===== config.mk =====
export PLATFORM = sky130hd
export DESIGN_NAME = ioctl_ascii_feeder_flat
export DESIGN_NICKNAME = d
export VERILOG_FILES = /design/src/rtl/uk101_pkg.sv /design/src/rtl/ioctl_ascii_feeder_if.sv /design/src/rtl/sync_fifo.sv /design/src/rtl/ioctl_ascii_feeder.sv /design/src/flat_wrapper.sv
export SDC_FILE = /design/constraint.sdc
export NUM_CORES = 1
export LEC_CHECK = 0
export BUFFER_PORTS_ARGS = -buffer_cell sky130_fd_sc_hd__buf_4
export CORE_MARGIN = 2
export CORE_UTILIZATION = 47
export DETAILED_ROUTE_END_ITERATION = 6
export PLACE_DENSITY_LB_ADDON = 0.08
export SYNTH_ARGS = -nofsm -noshare
export SYNTH_HDL_FRONTEND = slang
export SYNTH_HIERARCHICAL = 1
export SYNTH_SLANG_ARGS = --single-unit

===== constraint.sdc =====
create_clock -name clk -period 3.6 [get_ports clk]
set_clock_uncertainty 0.05 [all_clocks]
set_input_delay 0.18 -clock clk [delete_from_list [all_inputs] [get_ports clk]]
set_output_delay 0.18 -clock clk [all_outputs]
set_load 0.01 [all_outputs]

===== src/rtl/uk101_pkg.sv =====
// Shared definitions for the UK101 file-load path: the feeder FSM states and
// the ASCII control codes the line-ending filter has to recognise.
package uk101_pkg;

    typedef logic [7:0] byte_t;

    typedef enum logic [1:0] {
        FEED_IDLE    = 2'd0,
        FEED_POP     = 2'd1,
        FEED_PRESENT = 2'd2,
        FEED_GAP     = 2'd3
    } feed_state_t;

    localparam byte_t ASCII_NUL = 8'h00;
    localparam byte_t ASCII_LF  = 8'h0A;
    localparam byte_t ASCII_CR  = 8'h0D;
    localparam byte_t ASCII_SUB = 8'h1A;

    // NUL padding and the CP/M-style EOF marker never reach the ACIA.
    function automatic logic is_dropped(input byte_t b);
        return (b == ASCII_NUL) || (b == ASCII_SUB);
    endfunction

endpackage


===== src/rtl/ioctl_ascii_feeder_if.sv =====
// Bus bundle between hps_io (ioctl write side), the feeder, and the ACIA
// receive side. The feeder is the slave; the surrounding system is the master.
interface ioctl_ascii_feeder_if;
    import uk101_pkg::*;

    logic  ioctl_download;
    logic  ioctl_wr;
    byte_t ioctl_data;
    logic  ioctl_wait;
    logic  rx_valid;
    byte_t rx_data;
    logic  rx_ready;

    modport master (
        output ioctl_download, ioctl_wr, ioctl_data, rx_ready,
        input  ioctl_wait, rx_valid, rx_data
    );

    modport slave (
        input  ioctl_download, ioctl_wr, ioctl_data, rx_ready,
        output ioctl_wait, rx_valid, rx_data
    );

endinterface


===== src/rtl/sync_fifo.sv =====
// Single-clock FIFO with an extra pointer bit for full/empty, synchronous
// flush and a registered read port. rd_data shows the entry at the head as
// of the previous clock, so a consumer must let one cycle pass between a pop
// and using the next head.
module sync_fifo #(
    parameter int WIDTH = 8,
    parameter int DEPTH = 16
) (
    input  logic                     clk,
    input  logic                     n_reset,
    input  logic                     flush,
    input  logic                     push,
    input  logic [WIDTH-1:0]         wr_data,
    input  logic                     pop,
    output logic [WIDTH-1:0]         rd_data,
    output logic                     full,
    output logic                     empty,
    output logic [$clog2(DEPTH):0]   count
);
    localparam int AW = $clog2(DEPTH);

    logic [AW:0]       wr_ptr_reg;
    logic [AW:0]       rd_ptr_reg;
    logic [WIDTH-1:0]  mem [DEPTH];
    logic [WIDTH-1:0]  rd_data_reg;
    logic              push_ok;
    logic              pop_ok;

    assign full    = (wr_ptr_reg[AW] != rd_ptr_reg[AW]) &&
                     (wr_ptr_reg[AW-1:0] == rd_ptr_reg[AW-1:0]);
    assign empty   = (wr_ptr_reg == rd_ptr_reg);
    assign count   = wr_ptr_reg - rd_ptr_reg;
    assign push_ok = push && !full;
    assign pop_ok  = pop && !empty;
    assign rd_data = rd_data_reg;

    // Pointer update; flush empties the buffer and wins over push/pop.
    always_ff @(posedge clk or negedge n_reset) begin
        if (!n_reset) begin
            wr_ptr_reg <= '0;
            rd_ptr_reg <= '0;
        end else if (flush) begin
            wr_ptr_reg <= '0;
            rd_ptr_reg <= '0;
        end else begin
            if (push_ok) wr_ptr_reg <= wr_ptr_reg + 1'b1;
            if (pop_ok)  rd_ptr_reg <= rd_ptr_reg + 1'b1;
        end
    end

    // Storage write port.
    always_ff @(posedge clk) begin
        if (push_ok && !flush) mem[wr_ptr_reg[AW-1:0]] <= wr_data;
    end

    // Registered read of the current head.
    always_ff @(posedge clk) begin
        rd_data_reg <= mem[rd_ptr_reg[AW-1:0]];
    end

endmodule


===== src/rtl/ioctl_ascii_feeder.sv =====
// Paced feeder: buffers "Load Ascii" download bytes from hps_io, throttles the
// HPS with ioctl_wait, folds CR/LF/CRLF line endings into CR, drops NUL/EOF,
// and offers one character at a time to the ACIA with an inter-character gap
// the monitor/BASIC can keep up with.
module ioctl_ascii_feeder
    import uk101_pkg::*;
#(
    parameter int CLK_HZ     = 48_000_000,
    parameter int DEPTH      = 16,
    parameter int GAP_FAST   = CLK_HZ / 960,
    parameter int GAP_SLOW   = CLK_HZ / 30,
    parameter int LINE_EXTRA = CLK_HZ / 50
) (
    input  logic                  clk,
    input  logic                  n_reset,
    input  logic                  enable,
    input  logic                  baud_rate,
    ioctl_ascii_feeder_if.slave   bus,
    output logic                  busy,
    output logic                  overflow
);
    localparam int CW = $clog2(DEPTH) + 1;
    localparam int GW = $clog2(GAP_SLOW + LINE_EXTRA + 1);

    feed_state_t    state_reg;
    feed_state_t    state_next;
    logic           download_prev_reg;
    logic           flush;
    logic           push_req;
    logic           pop;
    logic           gap_load;
    logic [GW-1:0]  gap_cnt_reg;
    logic [GW-1:0]  gap_load_val;
    logic           prev_cr_reg;
    logic           prev_cr_next;
    byte_t          rx_data_reg;
    logic           wait_reg;
    logic           overflow_reg;
    logic           emit;
    byte_t          emit_byte;
    byte_t          fifo_head;
    logic           fifo_full;
    logic           fifo_empty;
    logic [CW-1:0]  fifo_count;

    // A new download starts on the rising edge of ioctl_download.
    assign flush    = bus.ioctl_download && !download_prev_reg;
    assign push_req = bus.ioctl_wr && bus.ioctl_download && enable;

    assign bus.rx_data    = rx_data_reg;
    assign bus.ioctl_wait = wait_reg;
    assign overflow       = overflow_reg;

    sync_fifo #(
        .WIDTH (8),
        .DEPTH (DEPTH)
    ) u_fifo (
        .clk     (clk),
        .n_reset (n_reset),
        .flush   (flush),
        .push    (push_req && !flush),
        .wr_data (bus.ioctl_data),
        .pop     (pop),
        .rd_data (fifo_head),
        .full    (fifo_full),
        .empty   (fifo_empty),
        .count   (fifo_count)
    );

    // Remember the previous download level for edge detection.
    always_ff @(posedge clk or negedge n_reset) begin
        if (!n_reset) download_prev_reg <= 1'b0;
        else          download_prev_reg <= bus.ioctl_download;
    end

    // Line-ending filter on the FIFO head: CR passes, LF after CR vanishes,
    // a bare LF becomes CR, NUL/EOF vanish without touching the CR memory.
    always_comb begin
        emit         = 1'b1;
        emit_byte    = fifo_head;
        prev_cr_next = 1'b0;
        if (is_dropped(fifo_head)) begin
            emit         = 1'b0;
            prev_cr_next = prev_cr_reg;
        end else if (fifo_head == ASCII_CR) begin
            prev_cr_next = 1'b1;
        end else if (fifo_head == ASCII_LF) begin
            if (prev_cr_reg) emit = 1'b0;
            else             emit_byte = ASCII_CR;
        end
    end

    // FSM state register.
    always_ff @(posedge clk or negedge n_reset) begin
        if (!n_reset) state_reg <= FEED_IDLE;
        else          state_reg <= state_next;
    end

    // FSM next-state logic; a new download always restarts from IDLE.
    always_comb begin
        state_next = state_reg;
        case (state_reg)
            FEED_IDLE:    if (!fifo_empty && enable) state_next = FEED_POP;
            FEED_POP:     state_next = emit ? FEED_PRESENT : FEED_IDLE;
            FEED_PRESENT: if (bus.rx_ready) state_next = FEED_GAP;
            FEED_GAP:     if (gap_cnt_reg <= GW'(1)) state_next = FEED_IDLE;
            default:      state_next = FEED_IDLE;
        endcase
        if (flush) state_next = FEED_IDLE;
    end

    // FSM outputs.
    always_comb begin
        pop          = (state_reg == FEED_POP) && !flush;
        gap_load     = (state_reg == FEED_PRESENT) && bus.rx_ready;
        bus.rx_valid = (state_reg == FEED_PRESENT);
        busy         = !fifo_empty || (state_reg != FEED_IDLE);
    end

    // Gap length for the character just accepted. The handshake cycle is the
    // first gap cycle, hence the -1; the character after a CR gets extra
    // time so the interpreter can finish processing the line.
    always_comb begin
        gap_load_val = baud_rate ? GW'(GAP_SLOW - 1) : GW'(GAP_FAST - 1);
        if (rx_data_reg == ASCII_CR) gap_load_val = gap_load_val + GW'(LINE_EXTRA);
    end

    // Inter-character gap counter; baud_rate only matters at load time.
    always_ff @(posedge clk or negedge n_reset) begin
        if (!n_reset)
            gap_cnt_reg <= '0;
        else if (gap_load)
            gap_cnt_reg <= gap_load_val;
        else if (state_reg == FEED_GAP && gap_cnt_reg != '0)
            gap_cnt_reg <= gap_cnt_reg - GW'(1);
    end

    // Character register and CR memory, updated when the head is popped.
    always_ff @(posedge clk or negedge n_reset) begin
        if (!n_reset) begin
            rx_data_reg <= ASCII_NUL;
            prev_cr_reg <= 1'b0;
        end else if (flush) begin
            prev_cr_reg <= 1'b0;
        end else if (pop) begin
            prev_cr_reg <= prev_cr_next;
            if (emit) rx_data_reg <= emit_byte;
        end
    end

    // HPS stall with two entries of slack, and sticky lost-write flag.
    always_ff @(posedge clk or negedge n_reset) begin
        if (!n_reset) begin
            wait_reg     <= 1'b0;
            overflow_reg <= 1'b0;
        end else begin
            wait_reg <= (fifo_count >= CW'(DEPTH - 2));
            if (flush)
                overflow_reg <= 1'b0;
            else if (push_req && fifo_full)
                overflow_reg <= 1'b1;
        end
    end

endmodule


===== src/flat_wrapper.sv =====
// flat-port wrapper written by rule: the top's interface ports become plain ports
module ioctl_ascii_feeder_flat import uk101_pkg::*;
#(
    parameter int CLK_HZ     = 48_000_000,
    parameter int DEPTH      = 16,
    parameter int GAP_FAST   = CLK_HZ / 960,
    parameter int GAP_SLOW   = CLK_HZ / 30,
    parameter int LINE_EXTRA = CLK_HZ / 50
)
  (clk, n_reset, enable, baud_rate, busy, overflow, bus_ioctl_download, bus_ioctl_wr, bus_ioctl_data, bus_rx_ready, bus_ioctl_wait, bus_rx_valid, bus_rx_data);
  ioctl_ascii_feeder_if bus_i ();
  input  logic clk;
  input  logic n_reset;
  input  logic enable;
  input  logic baud_rate;
  output logic busy;
  output logic overflow;
  input wire logic [$bits(bus_i.ioctl_download)-1:0] bus_ioctl_download;
  input wire logic [$bits(bus_i.ioctl_wr)-1:0] bus_ioctl_wr;
  input wire logic [$bits(bus_i.ioctl_data)-1:0] bus_ioctl_data;
  input wire logic [$bits(bus_i.rx_ready)-1:0] bus_rx_ready;
  output wire logic [$bits(bus_i.ioctl_wait)-1:0] bus_ioctl_wait;
  output wire logic [$bits(bus_i.rx_valid)-1:0] bus_rx_valid;
  output wire logic [$bits(bus_i.rx_data)-1:0] bus_rx_data;
  assign bus_i.ioctl_download = bus_ioctl_download;
  assign bus_i.ioctl_wr = bus_ioctl_wr;
  assign bus_i.ioctl_data = bus_ioctl_data;
  assign bus_i.rx_ready = bus_rx_ready;
  assign bus_ioctl_wait = bus_i.ioctl_wait;
  assign bus_rx_valid = bus_i.rx_valid;
  assign bus_rx_data = bus_i.rx_data;
  ioctl_ascii_feeder #(.CLK_HZ(CLK_HZ), .DEPTH(DEPTH), .GAP_FAST(GAP_FAST), .GAP_SLOW(GAP_SLOW), .LINE_EXTRA(LINE_EXTRA)) u_core (.clk(clk), .n_reset(n_reset), .enable(enable), .baud_rate(baud_rate), .bus(bus_i), .busy(busy), .overflow(overflow));
endmodule

* After elaboration in Yosys (flattened, before gate mapping)
Memories as Yosys holds them, arrays and structs flattened. A register that Yosys moved wholly into a read port is not among the register bits.
Index checks and enable logic that the tools add are counted.
** Operators by class
- Add/subtract/negate cells :: 5
- Div/mod/pow operators :: 0
- Mux-type cells :: 30
- Reduce and logical (&&, ||, !) cells :: 31
- $lt $le $gt $ge :: 2
- $mul :: 0
- Shift operators :: 0
- Bitwise gates (word level) :: 1
- Eq/ne operators :: 14
** Operators with widths (number)
- $mux W22 :: 3
- $mux W8 :: 4
- $eq A8 B4 Y1 const B :: 3
- $add A22 B20 Y22 const B :: 1
- $le A22 B1 Y1 const B :: 1
- $reduce_bool A22 Y1 :: 1
- $sub A22 B1 Y22 const B :: 1
- $mux W21 :: 1
- $mux W5 :: 4
- $logic_and A1 B1 Y1 :: 13
- $mux W1 :: 12
- $reduce_bool A2 Y1 :: 6
- $add A5 B1 Y5 const B :: 2
- $mux W2 :: 5
- $eq A8 B5 Y1 const B :: 1
- $logic_not A8 Y1 :: 1
- $pmux W2 S4 :: 1
- $ne A3 B1 Y1 const B :: 2
- $reduce_and A3 Y1 :: 2
- $eq A5 B5 Y1 :: 1
- $ge A5 B4 Y1 const B :: 1
- $sub A5 B5 Y5 :: 1
- $eq A2 B2 Y1 const B :: 2
- $eq A4 B4 Y1 :: 1
- 9 further kinds :: 13
** Storage, ports and cells
- Bits in registers :: 46
- Memories kept :: 1
- ROM bits :: 0
- Word-level logic and storage cells :: 93
- Output and inout port bits :: 12
- Bits of input ports :: 15
- Bits in latches :: 0
- Memory bits (writable) :: 128
** Memories
- u_core.u_fifo.mem :: words 16, width 8, rd ports 1, clocked after Yosys merged registers in 1, wr ports 1, line sync_fifo.sv:24 : logic [WIDTH-1:0] mem [DEPTH];

* Longest topological paths before layout
Gate-level depths: netlist of the first run.
- Depth in word-level cells :: 8
- Gate-level depth with buffers :: 9
- Mapped depth without buffers :: 8

* Cells and area by module
Netlist of the first run, hierarchy kept.
** Modules (own cells, without submodules)
- sync_fifo :: instances 1, cells each 323, area each 5854.4 µm², sequential area each 4254.1 µm²
- ioctl_ascii_feeder :: instances 1, cells each 227, area each 2085.8 µm², sequential area each 900.9 µm²

* Least setup slack after synthesis of the first run
No wires, ideal clock.
- Path kind :: flip-flop to flip-flop
- Start point :: register u_core.u_fifo.rd_ptr_reg[1]
- End point :: memory u_core.u_fifo.mem[0][0], enable pin
- Required time :: 3167 ps
- Arrival time :: 2597 ps
- Clock period less this slack :: 3031 ps
- Setup time :: 383 ps
- Setup slack :: 569 ps
- Stages on the path, launching flop included :: 9
- Cells stage by stage :: dfrtp_1 buf_2 buf_2 inv_1 ha_1 and4_1 a211oi_1 nand2_1 nor3_1
** On the way
- Cells in the longest elaborated chain, start to end :: 7
** RTL lines
- from (decl) :: line sync_fifo.sv:23 : logic [AW:0] rd_ptr_reg;
- from (signal assigned) :: line sync_fifo.sv:47 : if (pop_ok) rd_ptr_reg <= rd_ptr_reg + 1'b1;
- $eq A4 B4 Y1 :: line sync_fifo.sv:30 : (wr_ptr_reg[AW-1:0] == rd_ptr_reg[AW-1:0]);
- $logic_and A1 B1 Y1 :: line sync_fifo.sv:29 : assign full = (wr_ptr_reg[AW] != rd_ptr_reg[AW]) &&
- $logic_not A1 Y1 :: line sync_fifo.sv:33 : assign push_ok = push && !full;
- $logic_and A1 B1 Y1 :: line sync_fifo.sv:33
- $logic_and A1 B1 Y1 :: line sync_fifo.sv:53 : if (push_ok && !flush) mem[wr_ptr_reg[AW-1:0]] <= wr_data;
- $mux W1 :: line sync_fifo.sv:53
- $mux W1 (implied by the code) :: line sync_fifo.sv:53
- to (decl) :: line sync_fifo.sv:24
No other way between the ends.

* Final worst setup path of the first run
- Start point :: register u_core.u_fifo.rd_ptr_reg[3]
- End point :: memory u_core.u_fifo.mem[14][6], enable pin
The elaborated chain is that of the path after synthesis.

==> flow_summary_export.csv, run 1 <==
group,metric,value,unit
clock_tree,htree_num_levels,4,
power_and_ir_drop,power.net_switching,1.58,mW
power_and_ir_drop,p_comb_share,20.0,%
route,routed-via-count,4760,
floorplanning,fp.coreArea,0.0165,sq mm
setup_path,critical_path_maximum_fanout,12,
clock_tree,cts.reportedPaths.clkPinSlew,0.07,ns
timing,max_freq,0.308,GHz
setup_path,regToRegSetupSlack,0.35,ns
synth,synth.avg_cell_area,14.5,sq um
timing,min_period,3.25,ns
clock_tree,cts_repair_resize_count,0,
setup_path,critPathLaunch,"u_core/u_fifo/rd_ptr_reg[3]",
synth,synthesis.instances,549,
hold_path,worst_hold_path.endpoint,"u_core/overflow",
route,drtAntennaViolNets,0,
clock_tree,cts_max_path_buffers,2,
synth,synthesis.area,0.00794,sq mm
placed_design,port-buffer-count,26,
route,route.detailed.vias_per_inst,5.81,
global_routing,track_usage,20.6,%
hold_path,hold_path_depth,3,
setup_path,capture_instance_of_the_worst_register_to_register_path,"u_core/u_fifo/mem[14][6]",
finish,area.growth.synth_to_final,13.3,%
floorplanning,floorplan.io_pins,27,
route,routed_wirelength,17.4,mm
floorplanning,die_h,134,um
global_routing,via_count_of_the_first_global_routing_pass,4673,
clock_tree,root_driver,"sky130_fd_sc_hd__clkbuf_16",
timing,finalHoldViolCount,0,
power_and_ir_drop,power_leakage,3.06,nW
floorplanning,die_width,134,um
finish,final_cells,819,
timing,layout_worst_path_cycle_share,90.2,%
finish,post_route_cells_drive_above_1_share,18.0,%
clock_tree,clock_insertion_delay_worst_skew,0.43,ns
setup_path,rr_startpoint,"u_core/u_fifo/rd_ptr_reg[3]",
route,initialDrtViolationCount,530,
finish,layout.cells.most_common_list,"sky130_fd_sc_hd__edfxtp_1, sky130_fd_sc_hd__dfrtp_1, sky130_fd_sc_hd__buf_4",
timing,timing_max_transition_violations_final,0,
power_and_ir_drop,peakVddDrop,0.000354,V
clock_tree,cts.sinks,182,
setup_path,cp_data_required_time,3.61,ns
power_and_ir_drop,power_per_cell_area,615,mW/mm^2
status,outcome,"completed",
floorplanning,std_cell_rows,47,
hold_path,worstHoldPathType,"in -> reg",
timing,setup_violations,0,
clock_tree,cts_made_buffers,17,
placed_design,routabilityCongestion,0.928,
finish,mostFrequentLayoutCell,"sky130_fd_sc_hd__edfxtp_1",
setup_path,rr_worst_depth,6,
timing,tightest_slew,0.773,ns
finish,nNetsFinal,618,
timing,rsz0062_at_grt,"no",
setup_path,path_class,"reg -> reg",
power_and_ir_drop,power.sequential.fraction,47.0,%
power_and_ir_drop,power_share_of_the_clock_group,33.0,%
global_routing,grt_max_degree,47,
finish,largest_reg_flops,128,
timing,worst_slack,0.354,ns
setup_path,worst-endpoint-arrival,3.26,ns
route,avgRoutedWirePerCell,21.3,um
synth,synth_warnings,6,
synth,syn_nets,581,
setup_path,critical_path.endpoint_type,"register",
finish,antenna_diode_count,0,
global_routing,antenna_found_initial,0,
timing,timing.slew.headroom,48.4,%
power_and_ir_drop,p_int,3.95,mW
placed_design,dpl.hpwl,12.0,mm
floorplanning,start_util,48.0,%
route,remaining_drc_errors,0,
clock_tree,clock_tree_from_tritoncts,"done",
power_and_ir_drop,power.share.switching,28.6,%
floorplanning,fp.dieArea,0.0179,sq mm
placed_design,place_inst,784,
route,drt_first_pass_iters,4,
setup_path,worstSetupStartpointType,"register",
hold_path,min_from,"enable",
global_routing,grt_first_pass_wirelength,27.4,mm
job,drv.max_cap_violation_count,0,
timing,fin_tns_setup,0,ns
global_routing,grt_remaining_overflow,0,
placed_design,place_ws,0.422,ns
[worst max path at each step]
stage / endpoint / slack, ns / cells after the start
floorplan: u_core/u_fifo/mem[0][0] / 0.57 / 8
global placement: u_core/u_fifo/mem[6][2] / 0.52 / 6
detailed placement: u_core/u_fifo/mem[7][5] / 0.42 / 6
CTS: u_core/u_fifo/mem[12][0] / 0.40 / 6
global route: u_core/u_fifo/mem[14][6] / 0.09 / 6
finish: u_core/u_fifo/mem[14][6] / 0.35 / 6
[area by class of cell]
class | instances | area [sq um]
sequential | 182 | 5160
timing repair buffer | 41 | 315
clock inverter | 13 | 148
inverter | 17 | 63.8
multi-input combinational | 327 | 2600
fill | 1359 | 7530
clock buffer | 19 | 433
tap | 220 | 275
[metal layers]
metal  share of wire, %  vias up  GRT usage [%]
met5                  0        -              0
met4                1.2        0           6.38
met3                4.4       15           3.59
met2                 44      143           29.1
met1                 50     2416           32.4
li1                   -     2186              -
[worst max-delay path, cell delays in order, from the launching register on]
cell                       delay [ns]
sky130_fd_sc_hd__dfrtp_1         0.54
sky130_fd_sc_hd__inv_1           0.22
sky130_fd_sc_hd__ha_1            0.37
sky130_fd_sc_hd__and4_1          0.24
sky130_fd_sc_hd__a211oi_1        0.55
sky130_fd_sc_hd__nand2_1         0.29
sky130_fd_sc_hd__nor2_1          0.62
[stage by stage]
step / hold slack, ns / instance area [sq um] / utilization [%] / total power, mW
finish: 0.0269 / 8990 / 54.4 / 5.53
detailed placement: 0.190 / 8380 / 50.7 / 3.75
CTS: 0.00627 / 8990 / 54.4 / 5.57
global placement: 0.179 / 8380 / 50.7 / 3.73
global route: 0.0624 / 8990 / 54.4 / 5.79
floorplan: -0.166 / 7940 / - / 3.40
[repair_timing]
| action | CTS | global route |
|---|---|---|
| endpoints found under the hold margin | 48 | 0 |
| setup buffers | 0 | 0 |
| hold buffers | 3 | 0 |
[power groups by stage]
stage	Sequential (mW)	Combinational (mW)	Clock, mW
after floorplan	2.62	0.780	0
after global placement	2.63	1.10	0
after detailed placement	2.64	1.11	0
after global routing	2.63	1.21	1.95
final	2.60	1.11	1.83
after CTS	2.60	1.11	1.86
(Power assumes the default switching activity.)
==> run 2, diff against run 1 <==
Settings changed: CORE_ASPECT_RATIO set to 0.7.
==> flow_summary_export.csv, run 2 (same netlist as run 1, synthesis figures left out) <==
group,metric,value,unit
floorplanning,fp.dieArea,0.0180,sq mm
placed_design,dpl.hpwl,12.5,mm
global_routing,track_usage,21.1,%
route,remaining_drc_errors,0,
hold_path,worstHoldPathType,"in -> reg",
power_and_ir_drop,power_per_cell_area,617,mW/mm^2
setup_path,worstSetupStartpointType,"register",
placed_design,place_ws,0.374,ns
finish,mostFrequentLayoutCell,"sky130_fd_sc_hd__edfxtp_1",
timing,setup_violations,0,
job,drv.max_cap_violation_count,0,
clock_tree,cts_made_buffers,17,
finish,area.growth.synth_to_final,13.3,%
floorplanning,floorplan.io_pins,27,
timing,layout_worst_path_cycle_share,90.4,%
placed_design,routabilityCongestion,0.880,
route,drtAntennaViolNets,0,
finish,largest_reg_flops,128,
timing,finalHoldViolCount,0,
global_routing,grt_first_pass_wirelength,28.2,mm
global_routing,grt_remaining_overflow,0,
status,outcome,"completed",
finish,post_route_cells_drive_above_1_share,18.2,%
clock_tree,cts.reportedPaths.clkPinSlew,0.07,ns
global_routing,antenna_found_initial,0,
floorplanning,start_util,48.4,%
global_routing,grt_max_degree,47,
hold_path,hold_path_depth,3,
finish,layout.cells.most_common_list,"sky130_fd_sc_hd__edfxtp_1, sky130_fd_sc_hd__dfrtp_1, sky130_fd_sc_hd__buf_4, sky130_fd_sc_hd__nor2_1, sky130_fd_sc_hd__nand2_1",
clock_tree,cts.sinks,182,
timing,rsz0062_at_grt,"no",
route,drt_first_pass_iters,5,
route,route.detailed.vias_per_inst,5.85,
timing,tightest_slew,0.788,ns
floorplanning,std_cell_rows,39,
route,routed-via-count,4818,
clock_tree,root_driver,"sky130_fd_sc_hd__clkbuf_16",
floorplanning,fp.coreArea,0.0164,sq mm
clock_tree,cts_max_path_buffers,2,
timing,worst_slack,0.345,ns
finish,fillers,1377,
global_routing,via_count_of_the_first_global_routing_pass,4791,
timing,fin_tns_setup,0,ns
route,initialDrtViolationCount,448,
setup_path,rr_worst_depth,6,
clock_tree,postCtsSetupRepairBufs,0,
clock_tree,clock_insertion_delay_worst_skew,0.42,ns
route,avgRoutedWirePerCell,21.7,um
setup_path,cp_data_required_time,3.60,ns
setup_path,worst-endpoint-arrival,3.26,ns
setup_path,critical_path.endpoint_type,"register",
route,routed_wirelength,17.9,mm
clock_tree,htree_num_levels,4,
setup_path,path_class,"reg -> reg",
power_and_ir_drop,power_leakage,3.07,nW
timing,max_freq,0.307,GHz
clock_tree,cts_repair_resize_count,0,
power_and_ir_drop,peakVddDrop,0.000295,V
floorplanning,die_h,113,um
timing,timing_max_transition_violations_final,0,
timing,timing.slew.headroom,47.4,%
timing,min_period,3.26,ns
setup_path,critical_path_maximum_fanout,12,
clock_tree,clock_tree_from_tritoncts,"done",
placed_design,port-buffer-count,26,
finish,nNetsFinal,617,
floorplanning,die_width,159,um
-- run 2: worst paths after layout --
| kind | endpoint | slack [ns] | from |
|---|---|---|---|
| setup / recovery | u_core/u_fifo/mem[7][6] | 0.34 | u_core/u_fifo/rd_ptr_reg[3] |
| hold / removal | u_core/overflow | 0.02 | enable |
| setup reg to reg | u_core/u_fifo/mem[7][6] | 0.34 | u_core/u_fifo/rd_ptr_reg[3] |
| hold reg to reg | u_core/bus.rx_data[6] | 0.40 | u_core/u_fifo/rd_data[6] |
| max in group asynchronous | u_core/u_fifo/rd_ptr_reg[0] | 2.79 | n_reset |
| min in group asynchronous | u_core/gap_cnt_reg[9] | 0.26 | n_reset |
-- run 2: critical path: stages (launching register included) --
cell and delay (ns):
sky130_fd_sc_hd__dfrtp_1 0.57, sky130_fd_sc_hd__inv_1 0.22, sky130_fd_sc_hd__ha_1 0.38, sky130_fd_sc_hd__and4_1 0.24, sky130_fd_sc_hd__a211oi_1 0.51, sky130_fd_sc_hd__nand2_1 0.28, sky130_fd_sc_hd__nor2_1 0.63
-- run 2: layout make-up --
type	count	area, sq um	area share [%]
multi-input cells	327	2600	28.9
clock inverters	15	155	1.73
clock buffers	17	425	4.73
repair buffers	40	308	3.42
well taps	225	282	3.13
diodes	1	2.50	0.0278
flip-flops and latches	182	5160	57.3
inverters	17	63.8	0.710
-- run 2: power by group --
| part | total [mW] | internal, mW | switching (mW) |
|---|---|---|---|
| Combinational | 1.11 | 0.499 | 0.610 |
| Sequential | 2.64 | 2.42 | 0.216 |
| Clock | 1.80 | 0.935 | 0.867 |
-- run 2: per-layer routing --
layer  global-route usage, %  wire length (um)  vias up
li1                        -                 -     2186
met2                    30.6              7910      159
met3                    4.22              1010        9
met5                       0                 0        -
met4                    5.21               133        0
met1                    33.1              8810     2464
-- run 2: metrics by stage --
stage | hold slack (ns) | power [mW] | utilization [%] | cells | area [sq um]
final | 0.0221 | 5.55 | 54.8 | 824 | 8990
after global routing | 0.0442 | 5.82 | 54.8 | 823 | 8990
after CTS | 0.0154 | 5.58 | 54.8 | 823 | 8990
after detailed placement | 0.183 | 3.78 | 51.1 | 788 | 8380
after global placement | 0.175 | 3.75 | 51.1 | 788 | 8380
after floorplan | -0.166 | 3.40 | - | 549 | 7940
-- run 2: what timing repair did --
item | 4_1_cts | 5_1_grt
hold endpoints to repair | 48 | 0
setup endpoints to repair | 0 | 0
hold buffers | 3 | 0
==> run 3, diff against run 2 <==
Clock period 3.6 ns to 2.8 ns, I/O delays scaled along.
==> flow_summary_export.csv, run 3 (same netlist as run 1, synthesis figures left out) <==
group,metric,value,unit
timing,rsz0062_at_grt,"no",
hold_path,worstHoldPathType,"in -> reg",
setup_path,crit_top_cell,"sky130_fd_sc_hd__nor4_1",
global_routing,track_usage,21.2,%
setup_path,critical_path_maximum_fanout,7,
setup_path,max_stage_delay,0.51,ns
timing,timing_max_transition_violations_final,0,
finish,area.growth.synth_to_final,15.7,%
timing,setup_violations,0,
finish,final_cells,842,
global_routing,antenna_found_initial,0,
setup_path,crit_path_cell_trace,"nor4_1, nand4_1, nor4_1, mux2_2, nand2_1",
route,route.detailed.vias_per_inst,5.83,
setup_path,worst-endpoint-arrival,2.67,ns
route,initialDrtViolationCount,420,
placed_design,place_inst,806,
job,drv.max_cap_violation_count,0,
setup_path,cp_data_required_time,3.11,ns
timing,max_freq,0.424,GHz
floorplanning,fp.dieArea,0.0180,sq mm
finish,fillers,1345,
floorplanning,floorplan.io_pins,27,
timing,timing.slew.headroom,49.6,%
clock_tree,cts.sinks,182,
global_routing,grt_first_pass_wirelength,28.3,mm
status,outcome,"completed",
clock_tree,htree_num_levels,4,
finish,nNetsFinal,636,
floorplanning,start_util,48.4,%
clock_tree,clock_tree_from_tritoncts,"done",
finish,largest_reg_flops,128,
route,routed_wirelength,18.0,mm
route,remaining_drc_errors,0,
setup_path,path_class,"reg -> reg",
finish,layout.cells.most_common_list,"sky130_fd_sc_hd__edfxtp_1, sky130_fd_sc_hd__buf_4, sky130_fd_sc_hd__dfrtp_1",
placed_design,port-buffer-count,26,
timing,tightest_slew,0.754,ns
timing,layout_worst_path_cycle_share,84.2,%
clock_tree,root_driver,"sky130_fd_sc_hd__clkbuf_16",
global_routing,grt_max_degree,47,
setup_path,critical_path.slowest_cell,"sky130_fd_sc_hd__nor4_1",
route,avgRoutedWirePerCell,21.3,um
power_and_ir_drop,peakVddDrop,0.000384,V
clock_tree,cts_max_path_buffers,2,
finish,design_area,0.00919,sq mm
finish,final_core_utilization,56.0,%
placed_design,dpl.hpwl,12.6,mm
floorplanning,std_cell_rows,39,
finish,antenna_diode_count,0,
floorplanning,fp.coreArea,0.0164,sq mm
timing,fin_tns_setup,0,ns
clock_tree,cts.reportedPaths.clkPinSlew,0.07,ns
setup_path,critical_path.top_delay_family,"simple AND/OR/NAND/NOR gates",
route,routed-via-count,4913,
setup_path,worstSetupStartpointType,"register",
power_and_ir_drop,total_power,7.26,mW
clock_tree,cts_repair_resize_count,0,
power_and_ir_drop,power_leakage,3.18,nW
global_routing,via_count_of_the_first_global_routing_pass,4802,
route,drtAntennaViolNets,0,
clock_tree,clock_insertion_delay_worst_skew,0.42,ns
global_routing,grt_remaining_overflow,0,
floorplanning,die_width,159,um
timing,min_period,2.36,ns
route,drt_first_pass_iters,5,
clock_tree,postCtsSetupRepairBufs,0,
setup_path,critical_path.endpoint_type,"register",
clock_tree,ctsHoldBuffers,4,
setup_path,worst-path-buf-inv,0,
clock_tree,cts_made_buffers,17,
timing,finalHoldViolCount,0,
finish,mostFrequentLayoutCell,"sky130_fd_sc_hd__edfxtp_1",
floorplanning,die_h,113,um
power_and_ir_drop,power_per_cell_area,790,mW/mm^2
finish,post_route_cells_drive_above_1_share,20.7,%
placed_design,post_dp_cell_area,0.00853,sq mm
placed_design,routabilityCongestion,0.828,
[run 3: changes by cell type in the layout (fill, tap and decap cells not counted), moves of 2 or more]
cell / previous run / this run
sky130_fd_sc_hd__nor3_1: 19 / 15
sky130_fd_sc_hd__bufinv_16: 0 / 4
sky130_fd_sc_hd__nor3_2: 0 / 4
sky130_fd_sc_hd__clkinvlp_4: 0 / 3
sky130_fd_sc_hd__inv_8: 8 / 0
sky130_fd_sc_hd__inv_6: 3 / 1
sky130_fd_sc_hd__clkbuf_1: 0 / 2
sky130_fd_sc_hd__buf_4: 37 / 55
[run 3: worst paths after layout]
check / to / slack (ns) / startpoint / cells after the start
worst max register to register: u_core/gap_cnt_reg[18] / 0.44 / u_core/gap_cnt_reg[11] / 5
worst min-delay path: u_core/u_fifo/mem[2][4] / 0.008 / bus_ioctl_data[4] / 1
max in group asynchronous: u_core/u_fifo/rd_ptr_reg[0] / 2.02 / n_reset / 2
worst min register to register: u_core/bus.rx_data[6] / 0.40 / u_core/u_fifo/rd_data[6] / 2
min in group asynchronous: u_core/gap_cnt_reg[14] / 0.22 / n_reset / 2
worst max-delay path: u_core/gap_cnt_reg[18] / 0.44 / u_core/gap_cnt_reg[11] / 5
[run 3: power breakdown]
part	internal (mW)	switching (mW)	leakage, nW
registers	3.11	0.251	1.78
logic	0.647	0.784	1.12
clock network	1.49	0.970	0.287
[run 3: routing by layer]
layer  routed length [um]  track usage, %  share of wire (%)
met1                 9700            35.7                 54
met2                 7280            28.0                 41
met3                  860            4.22                4.8
met4                  120            4.42               0.67
met5                    0               0                  0
[run 3: worst reg2reg max path, cell delays in order (launching register included)]
cell,delay [ns]
sky130_fd_sc_hd__dfrtp_1,0.41
sky130_fd_sc_hd__nor4_1,0.46
sky130_fd_sc_hd__nand4_1,0.42
sky130_fd_sc_hd__nor4_1,0.51
sky130_fd_sc_hd__mux2_2,0.39
sky130_fd_sc_hd__nand2_1,0.06
[run 3: per-stage QoR]
| step | hold slack [ns] | setup WS (ns) |
|---|---|---|
| finish | 0.00787 | 0.442 |
| global placement | 0.137 | 0.445 |
| floorplan | -0.206 | -0.0205 |
| global route | 0.00883 | 0.182 |
| detailed placement | 0.142 | 0.456 |
| CTS | 0.000205 | 0.442 |
[run 3: area by class of cell]
class                           count  area [sq um]  area share [%]
Timing Repair Buffer               59           453            4.93
Sequential cell                   182          5160            56.1
Clock buffer                       19           433            4.71
Tap cell                          225           282            3.06
Multi-Input combinational cell    327          2620            28.5
Inverter                           17          63.8           0.695
Clock inverter                     13           179            1.95
